==> config.mk <==
export PLATFORM = sky130hd
export DESIGN_NAME = mmio_port_unit_flat
export DESIGN_NICKNAME = d
export VERILOG_FILES = /design/src/rtl/mmio_port_unit_if.sv /design/src/rtl/mmio_port_unit.sv /design/src/flat_wrapper.sv
export SDC_FILE = /design/constraint.sdc
export NUM_CORES = 1
export LEC_CHECK = 0
export CORE_ASPECT_RATIO = 1.25
export CORE_UTILIZATION = 44
export DETAILED_ROUTE_END_ITERATION = 10
export GPL_TIMING_DRIVEN = 1
export PLACE_DENSITY_LB_ADDON = 0.25
export SLEW_MARGIN = 0
export SYNTH_ARGS = -nofsm -noshare
export SYNTH_HDL_FRONTEND = slang
export SYNTH_SLANG_ARGS = --single-unit
==> constraint.sdc <==
create_clock -name clk -period 3.9 [get_ports clk]
set_clock_uncertainty 0.1 [all_clocks]
set_input_delay 0.585 -clock clk [delete_from_list [all_inputs] [get_ports clk]]
set_output_delay 0.585 -clock clk [all_outputs]
set_load 0.05 [all_outputs]
==> src/rtl/mmio_port_unit_if.sv <==
// mmio_port_unit_if: data-memory bus seen by the MMIO port unit.
// Master is the CPU datapath; slave is the MMIO block.
interface mmio_port_unit_if;
  logic [31:0] Address;
  logic [31:0] WriteData;
  logic        MemWrite;
  logic        MemRead;
  logic [31:0] ReadData;
  logic        Hit;

  modport master (
    output Address,
    output WriteData,
    output MemWrite,
    output MemRead,
    input  ReadData,
    input  Hit
  );

  modport slave (
    input  Address,
    input  WriteData,
    input  MemWrite,
    input  MemRead,
    output ReadData,
    output Hit
  );
endinterface

==> src/rtl/mmio_port_unit.sv <==
// mmio_port_unit: port out/in, edge-capture status and irq on the data bus.
// Define MMIO_TIMER_EN to build the compare timer at offsets 0x10-0x18.
module mmio_port_unit #(
  parameter logic [31:0] BASE_ADDR = 32'hFFFF_0000
) (
  input  logic            clk,
  input  logic            reset,
  mmio_port_unit_if.slave bus,
  input  logic [7:0]      PortIn,
  output logic [31:0]     PortOut,
  output logic            Irq
);

  logic [2:0]  off;
  logic        wr;
  logic        rd;
  logic        sel_out;
  logic        sel_in;
  logic        sel_stat;
  logic        sel_mask;
  logic [7:0]  sync1;
  logic [7:0]  sync2;
  logic [7:0]  prev;
  logic [7:0]  rise;
  logic [7:0]  edge_stat;
  logic [7:0]  edge_mask;
  logic [7:0]  stat_clr;
  logic        tmr_irq;
  logic [31:0] rdata;
  logic        unused_addr;

  assign unused_addr = ^bus.Address[1:0];

  assign bus.Hit = (bus.Address[31:5] == BASE_ADDR[31:5]);
  assign off     = bus.Address[4:2];
  assign wr      = bus.Hit & bus.MemWrite;
  assign rd      = bus.Hit & bus.MemRead;

  assign sel_out  = (off == 3'd0);
  assign sel_in   = (off == 3'd1);
  assign sel_stat = (off == 3'd2);
  assign sel_mask = (off == 3'd3);

  assign rise     = sync2 & ~prev;
  assign stat_clr = (wr & sel_stat) ? bus.WriteData[7:0] : 8'h00;

  // output port register, written directly by stores to offset 0x00
  always_ff @(posedge clk or posedge reset) begin
    if (reset)
      PortOut <= '0;
    else if (wr && sel_out)
      PortOut <= bus.WriteData;
  end

  // two-flop synchronizer plus one delay flop for edge detection
  always_ff @(posedge clk or posedge reset) begin
    if (reset) begin
      sync1 <= '0;
      sync2 <= '0;
      prev  <= '0;
    end else begin
      sync1 <= PortIn;
      sync2 <= sync1;
      prev  <= sync2;
    end
  end

  // sticky rising-edge status; a new edge beats a same-cycle clear
  always_ff @(posedge clk or posedge reset) begin
    if (reset)
      edge_stat <= '0;
    else
      edge_stat <= (edge_stat & ~stat_clr) | rise;
  end

  // interrupt enable mask for the edge status bits
  always_ff @(posedge clk or posedge reset) begin
    if (reset)
      edge_mask <= '0;
    else if (wr && sel_mask)
      edge_mask <= bus.WriteData[7:0];
  end

`ifdef MMIO_TIMER_EN
  logic        sel_cnt;
  logic        sel_cmp;
  logic        sel_ctrl;
  logic [31:0] tmr_count;
  logic [31:0] tmr_cmp;
  logic        tmr_en;
  logic        tmr_arl;
  logic        tmr_match;
  logic        tmr_tie;
  logic        match_now;
  logic        match_clr;

  assign sel_cnt   = (off == 3'd4);
  assign sel_cmp   = (off == 3'd5);
  assign sel_ctrl  = (off == 3'd6);
  assign match_now = tmr_en & (tmr_count == tmr_cmp);
  assign match_clr = wr & sel_ctrl & bus.WriteData[2];
  assign tmr_irq   = tmr_match & tmr_tie;

  // counter: cpu write wins over reload, reload wins over increment
  always_ff @(posedge clk or posedge reset) begin
    if (reset)
      tmr_count <= '0;
    else if (wr && sel_cnt)
      tmr_count <= bus.WriteData;
    else if (tmr_en)
      tmr_count <= (match_now && tmr_arl) ? 32'd0 : tmr_count + 32'd1;
  end

  // compare value register
  always_ff @(posedge clk or posedge reset) begin
    if (reset)
      tmr_cmp <= '0;
    else if (wr && sel_cmp)
      tmr_cmp <= bus.WriteData;
  end

  // control bits EN, AUTORELOAD and TIE
  always_ff @(posedge clk or posedge reset) begin
    if (reset) begin
      tmr_en  <= 1'b0;
      tmr_arl <= 1'b0;
      tmr_tie <= 1'b0;
    end else if (wr && sel_ctrl) begin
      tmr_en  <= bus.WriteData[0];
      tmr_arl <= bus.WriteData[1];
      tmr_tie <= bus.WriteData[3];
    end
  end

  // sticky match flag; a new match beats a same-cycle clear
  always_ff @(posedge clk or posedge reset) begin
    if (reset)
      tmr_match <= 1'b0;
    else
      tmr_match <= (tmr_match & ~match_clr) | match_now;
  end
`else
  assign tmr_irq = 1'b0;
`endif

  // interrupt request, registered from the combined sources
  always_ff @(posedge clk or posedge reset) begin
    if (reset)
      Irq <= 1'b0;
    else
      Irq <= (|(edge_stat & edge_mask)) | tmr_irq;
  end

  // load data mux; zero when not selected or on unmapped offsets
  always_comb begin
    rdata = '0;
    if (rd) begin
      unique case (1'b1)
        sel_out:  rdata = PortOut;
        sel_in:   rdata = {24'b0, sync2};
        sel_stat: rdata = {24'b0, edge_stat};
        sel_mask: rdata = {24'b0, edge_mask};
`ifdef MMIO_TIMER_EN
        sel_cnt:  rdata = tmr_count;
        sel_cmp:  rdata = tmr_cmp;
        sel_ctrl: rdata = {28'b0, tmr_tie, tmr_match,
                           tmr_arl, tmr_en};
`endif
        default:  rdata = '0;
      endcase
    end
  end

  assign bus.ReadData = rdata;

endmodule
==> src/flat_wrapper.sv <==
// flat-port wrapper written by rule: the top's interface ports become plain ports
module mmio_port_unit_flat 
#(
  parameter logic [31:0] BASE_ADDR = 32'hFFFF_0000
)
  (clk, reset, PortIn, PortOut, Irq, bus_Address, bus_WriteData, bus_MemWrite, bus_MemRead, bus_ReadData, bus_Hit);
  mmio_port_unit_if bus_i ();
  input  logic clk;
  input  logic reset;
  input  logic [7:0] PortIn;
  output logic [31:0] PortOut;
  output logic Irq;
  input wire logic [$bits(bus_i.Address)-1:0] bus_Address;
  input wire logic [$bits(bus_i.WriteData)-1:0] bus_WriteData;
  input wire logic [$bits(bus_i.MemWrite)-1:0] bus_MemWrite;
  input wire logic [$bits(bus_i.MemRead)-1:0] bus_MemRead;
  output wire logic [$bits(bus_i.ReadData)-1:0] bus_ReadData;
  output wire logic [$bits(bus_i.Hit)-1:0] bus_Hit;
  assign bus_i.Address = bus_Address;
  assign bus_i.WriteData = bus_WriteData;
  assign bus_i.MemWrite = bus_MemWrite;
  assign bus_i.MemRead = bus_MemRead;
  assign bus_ReadData = bus_i.ReadData;
  assign bus_Hit = bus_i.Hit;
  mmio_port_unit #(.BASE_ADDR(BASE_ADDR)) u_core (.clk(clk), .reset(reset), .bus(bus_i), .PortIn(PortIn), .PortOut(PortOut), .Irq(Irq));
endmodule
==> flow_summary.toml <==
[status]
outcome = "completed"

[clocking]
post_cts_resized = 0
clk_pin_slew_ns = 0.08
postCtsSetupBuffers = 0
cts_tree = "built"
cts_hold_buffers = 0
numCtsBuffers = 9
clkSinkCount = 73
h-tree-depth = 3
root_buffer = "clkbuf_8"
clk-insertion-delay-late_ns = 0.35
cts_buffer_depth = 2

[min_path]
hold_path.class = "reg -> reg"
hold_start = "u_core.sync1[2]"

[routing]
postRouteAntennaNets = 0
met3_length_um = 783
drt-met1-wl_mm = 2.97
top_layer_used = "met4"
routedWlPerCell_um = 17.6
drc = 0
first_iter_violations = 151
first_pass_iters = 4
wl_met2_mm = 4.12
vias_per_cell = 5.17
num_vias = 2357
routed_wl_mm = 8.04

[critical_path]
max_stage_delay_ns = 0.56
path_buf_inv = 2
cp.required_ns = 3.21
crit_path_start_kind = "input pin"
cp_top_family = "simple AND/OR/NAND/NOR gates"
crit_path_cell_trace = "clkdlybuf4s50_1 -> or4b_1 -> or4_4 -> or3_1 -> nor2b_1 -> buf_12"
cp_max_fo = 8
cpMaxStageDelayCell = "or3_1"
worst_ep_arrival_time_ns = 3.09
endpoint_kind = "primary output"
crit_type = "in -> out"
startpoint = "bus_Address[6]"
r2r_start = "u_core.edge_stat[3]"

[final_layout]
nNetsFinal = 440
nFillCells = 427
diodes = 0
fin_cells = 456
drive_gt1_share_pct = 29.5
synthToLayoutAreaGrowth_pct = 65.5
final_area_sq_um = 5100
fin_util_pct = 76.8

[synth]
seq_area_frac_synth_pct = 59.3
synth_cells = 214
syn_area_sq_um = 3080
avgSynthCellArea_sq_um = 14.4
ys_ff_latch = 73
yosysWarningCount = 0
ys_types = 25
synth_fp_nets = 290

[sta]
finalSetupTns_ns = 0
relSlewSlack_pct = 53.8
worstMarginPinSlew_ns = 0.693
setup_ws_ns = 0.120
slew_viol_final = 0
rsz0062_at_grt = "no"
layout_min_cycle_time_ns = 3.78
fmax_ghz = 0.265
setup_violations = 0
hold_viol_final = 0
fin_crit_sh_pct = 96.9

[global_routing]
antenna_found_initial = 0
grt_pass1_wl_mm = 12.7
grt_overflow = 0
grt_max_degree = 57
grt_usage_pct = 23.7
grt_pass1_vias = 2558

[run]
max-cap-violations = 0

[die]
ioPinCount = 142
die_x_um = 76.9
initial_utilization_pct = 46.4
core_region_area_sq_um = 6650
dieArea_sq_um = 7350
rows = 33
die_h_um = 95.6

[power]
p_sw_share_pct = 22.2
switchingPower_uw = 327
seqPwrFrac_pct = 52.7
p_per_area_nw_per_um2 = 288
peakVddDrop_uv = 170
pwr-share-comb_pct = 8.2
p_clk_share_pct = 39.1
leakage_nw = 2.21
p_int_mw = 1.14

[placement]
port_buffers = 139
gp_congestion = 0.776
place_area_sq_um = 4910
dp_cells = 440
dp_hpwl_mm = 6.13
preCtsSetupSlack_ns = 0.0979
-- worst register-to-register path, stage by stage, from the launching register on --
cell	delay, ns
dfrtp_1	0.42
nor2b_1	0.16
a221o_1	0.26
-- synth_stat cells --
| library cell | instances | area, sq um |
|---|---|---|
| mux2_1 | 1 | 11.3 |
| nor2b_1 | 16 | 100 |
| or3_1 | 1 | 6.26 |
| nand4_1 | 5 | 31.3 |
| nor4b_1 | 2 | 17.5 |
| nand2b_1 | 2 | 12.5 |
| or4_4 | 1 | 11.3 |
| and3_1 | 2 | 12.5 |
| nor4_1 | 2 | 12.5 |
| nor4_2 | 1 | 12.5 |
| dfrtp_1 | 73 | 1830 |
| mux4_2 | 8 | 180 |
| inv_1 | 10 | 37.5 |
| nand4b_1 | 1 | 8.76 |
| a22oi_1 | 4 | 30.0 |
| nand3_1 | 1 | 5.00 |
| a221o_1 | 8 | 80.1 |
| or2_2 | 1 | 6.26 |
| clkbuf_1 | 5 | 18.8 |
| nor4_4 | 1 | 21.3 |
| nor2_1 | 2 | 7.51 |
| buf_6 | 3 | 33.8 |
| and2_1 | 24 | 150 |
| mux2_2 | 39 | 439 |
| or4b_1 | 1 | 10.0 |
-- power by group through the flow --
stage / Sequential (mW) / Clock, mW / Combinational [mW]
after CTS: 0.775 / 0.588 / 0.122
after global placement: 0.789 / 0 / 0.119
final: 0.775 / 0.576 / 0.121
after detailed placement: 0.790 / 0 / 0.122
after global routing: 0.776 / 0.619 / 0.131
after floorplan: 0.787 / 0 / 0.0364
-- sequential cells by signal (all words and copies together) (netlist names) --
register / cells
u_core.PortOut: 32
u_core.sync2: 8
u_core.prev: 8
u_core.Irq: 1
u_core.edge_stat: 8
u_core.sync1: 8
u_core.edge_mask: 8
-- cell usage in the layout (no fill, tap or decap), types with 2 or more instances in the layout --
cell type	Yosys	layout
a221o_1	8	8
nor2b_1	16	16
and3_1	2	2
clkinvlp_4	0	3
nor4_1	2	2
nand4_1	5	5
buf_12	0	32
nor4b_1	2	2
clkbuf_8	0	9
and2_1	24	24
mux4_2	8	8
nand2b_1	2	2
clkinv_2	0	2
a22oi_1	4	4
nor2_1	2	2
inv_1	10	9
mux2_2	39	39
buf_4	0	9
dfrtp_1	73	73
clkdlybuf4s50_1	0	106
-- metrics by stage --
step	power [mW]	hold slack, ns
detailed placement	0.912	0.235
global route	1.53	0.257
CTS	1.49	0.252
floorplan	0.824	0.231
finish	1.47	0.250
global placement	0.908	0.235
-- kinds of logic (layout without fill, tap and decap cells) --
| family | after synthesis | in the layout | synth area share, % |
|---|---|---|---|
| DFF | 73 | 73 | 59.3 |
| buffers and inverters | 18 | 173 | 2.92 |
| muxes | 48 | 48 | 20.5 |
| and+or+nand+nor | 63 | 63 | 13.8 |
| AOI/OAI and AO/OA | 12 | 12 | 3.57 |
-- routing by layer --
layer	GRT usage, %	vias to the layer above
li1	-	1066
met1	26.2	1164
met2	40.5	112
met3	8.52	15
met4	11.7	0
met5	0	-
-- layout make-up --
class                   count  area [sq um]  area share (%)
well taps                  87           109            2.13
repair buffers            147          1770            34.7
clock inverters             7          71.3            1.40
clock buffers               9           124            2.43
inverters                  10          37.5           0.735
flip-flops and latches     73          1830            35.8
multi-input cells         123          1170            22.8
-- path summary, 6_finish.rpt --
kind | cells after the start | slack (ns) | end
setup / recovery | 6 | 0.12 | bus_ReadData[2]
min in group asynchronous | 2 | 0.42 | u_core.PortOut[25]
setup reg to reg | 2 | 2.85 | u_core.edge_stat[3]
hold reg to reg | 0 | 0.25 | u_core.sync2[2]
max in group asynchronous | 3 | 2.27 | u_core.sync2[5]
hold / removal | 0 | 0.25 | u_core.sync2[2]
(Power assumes the default switching activity.)
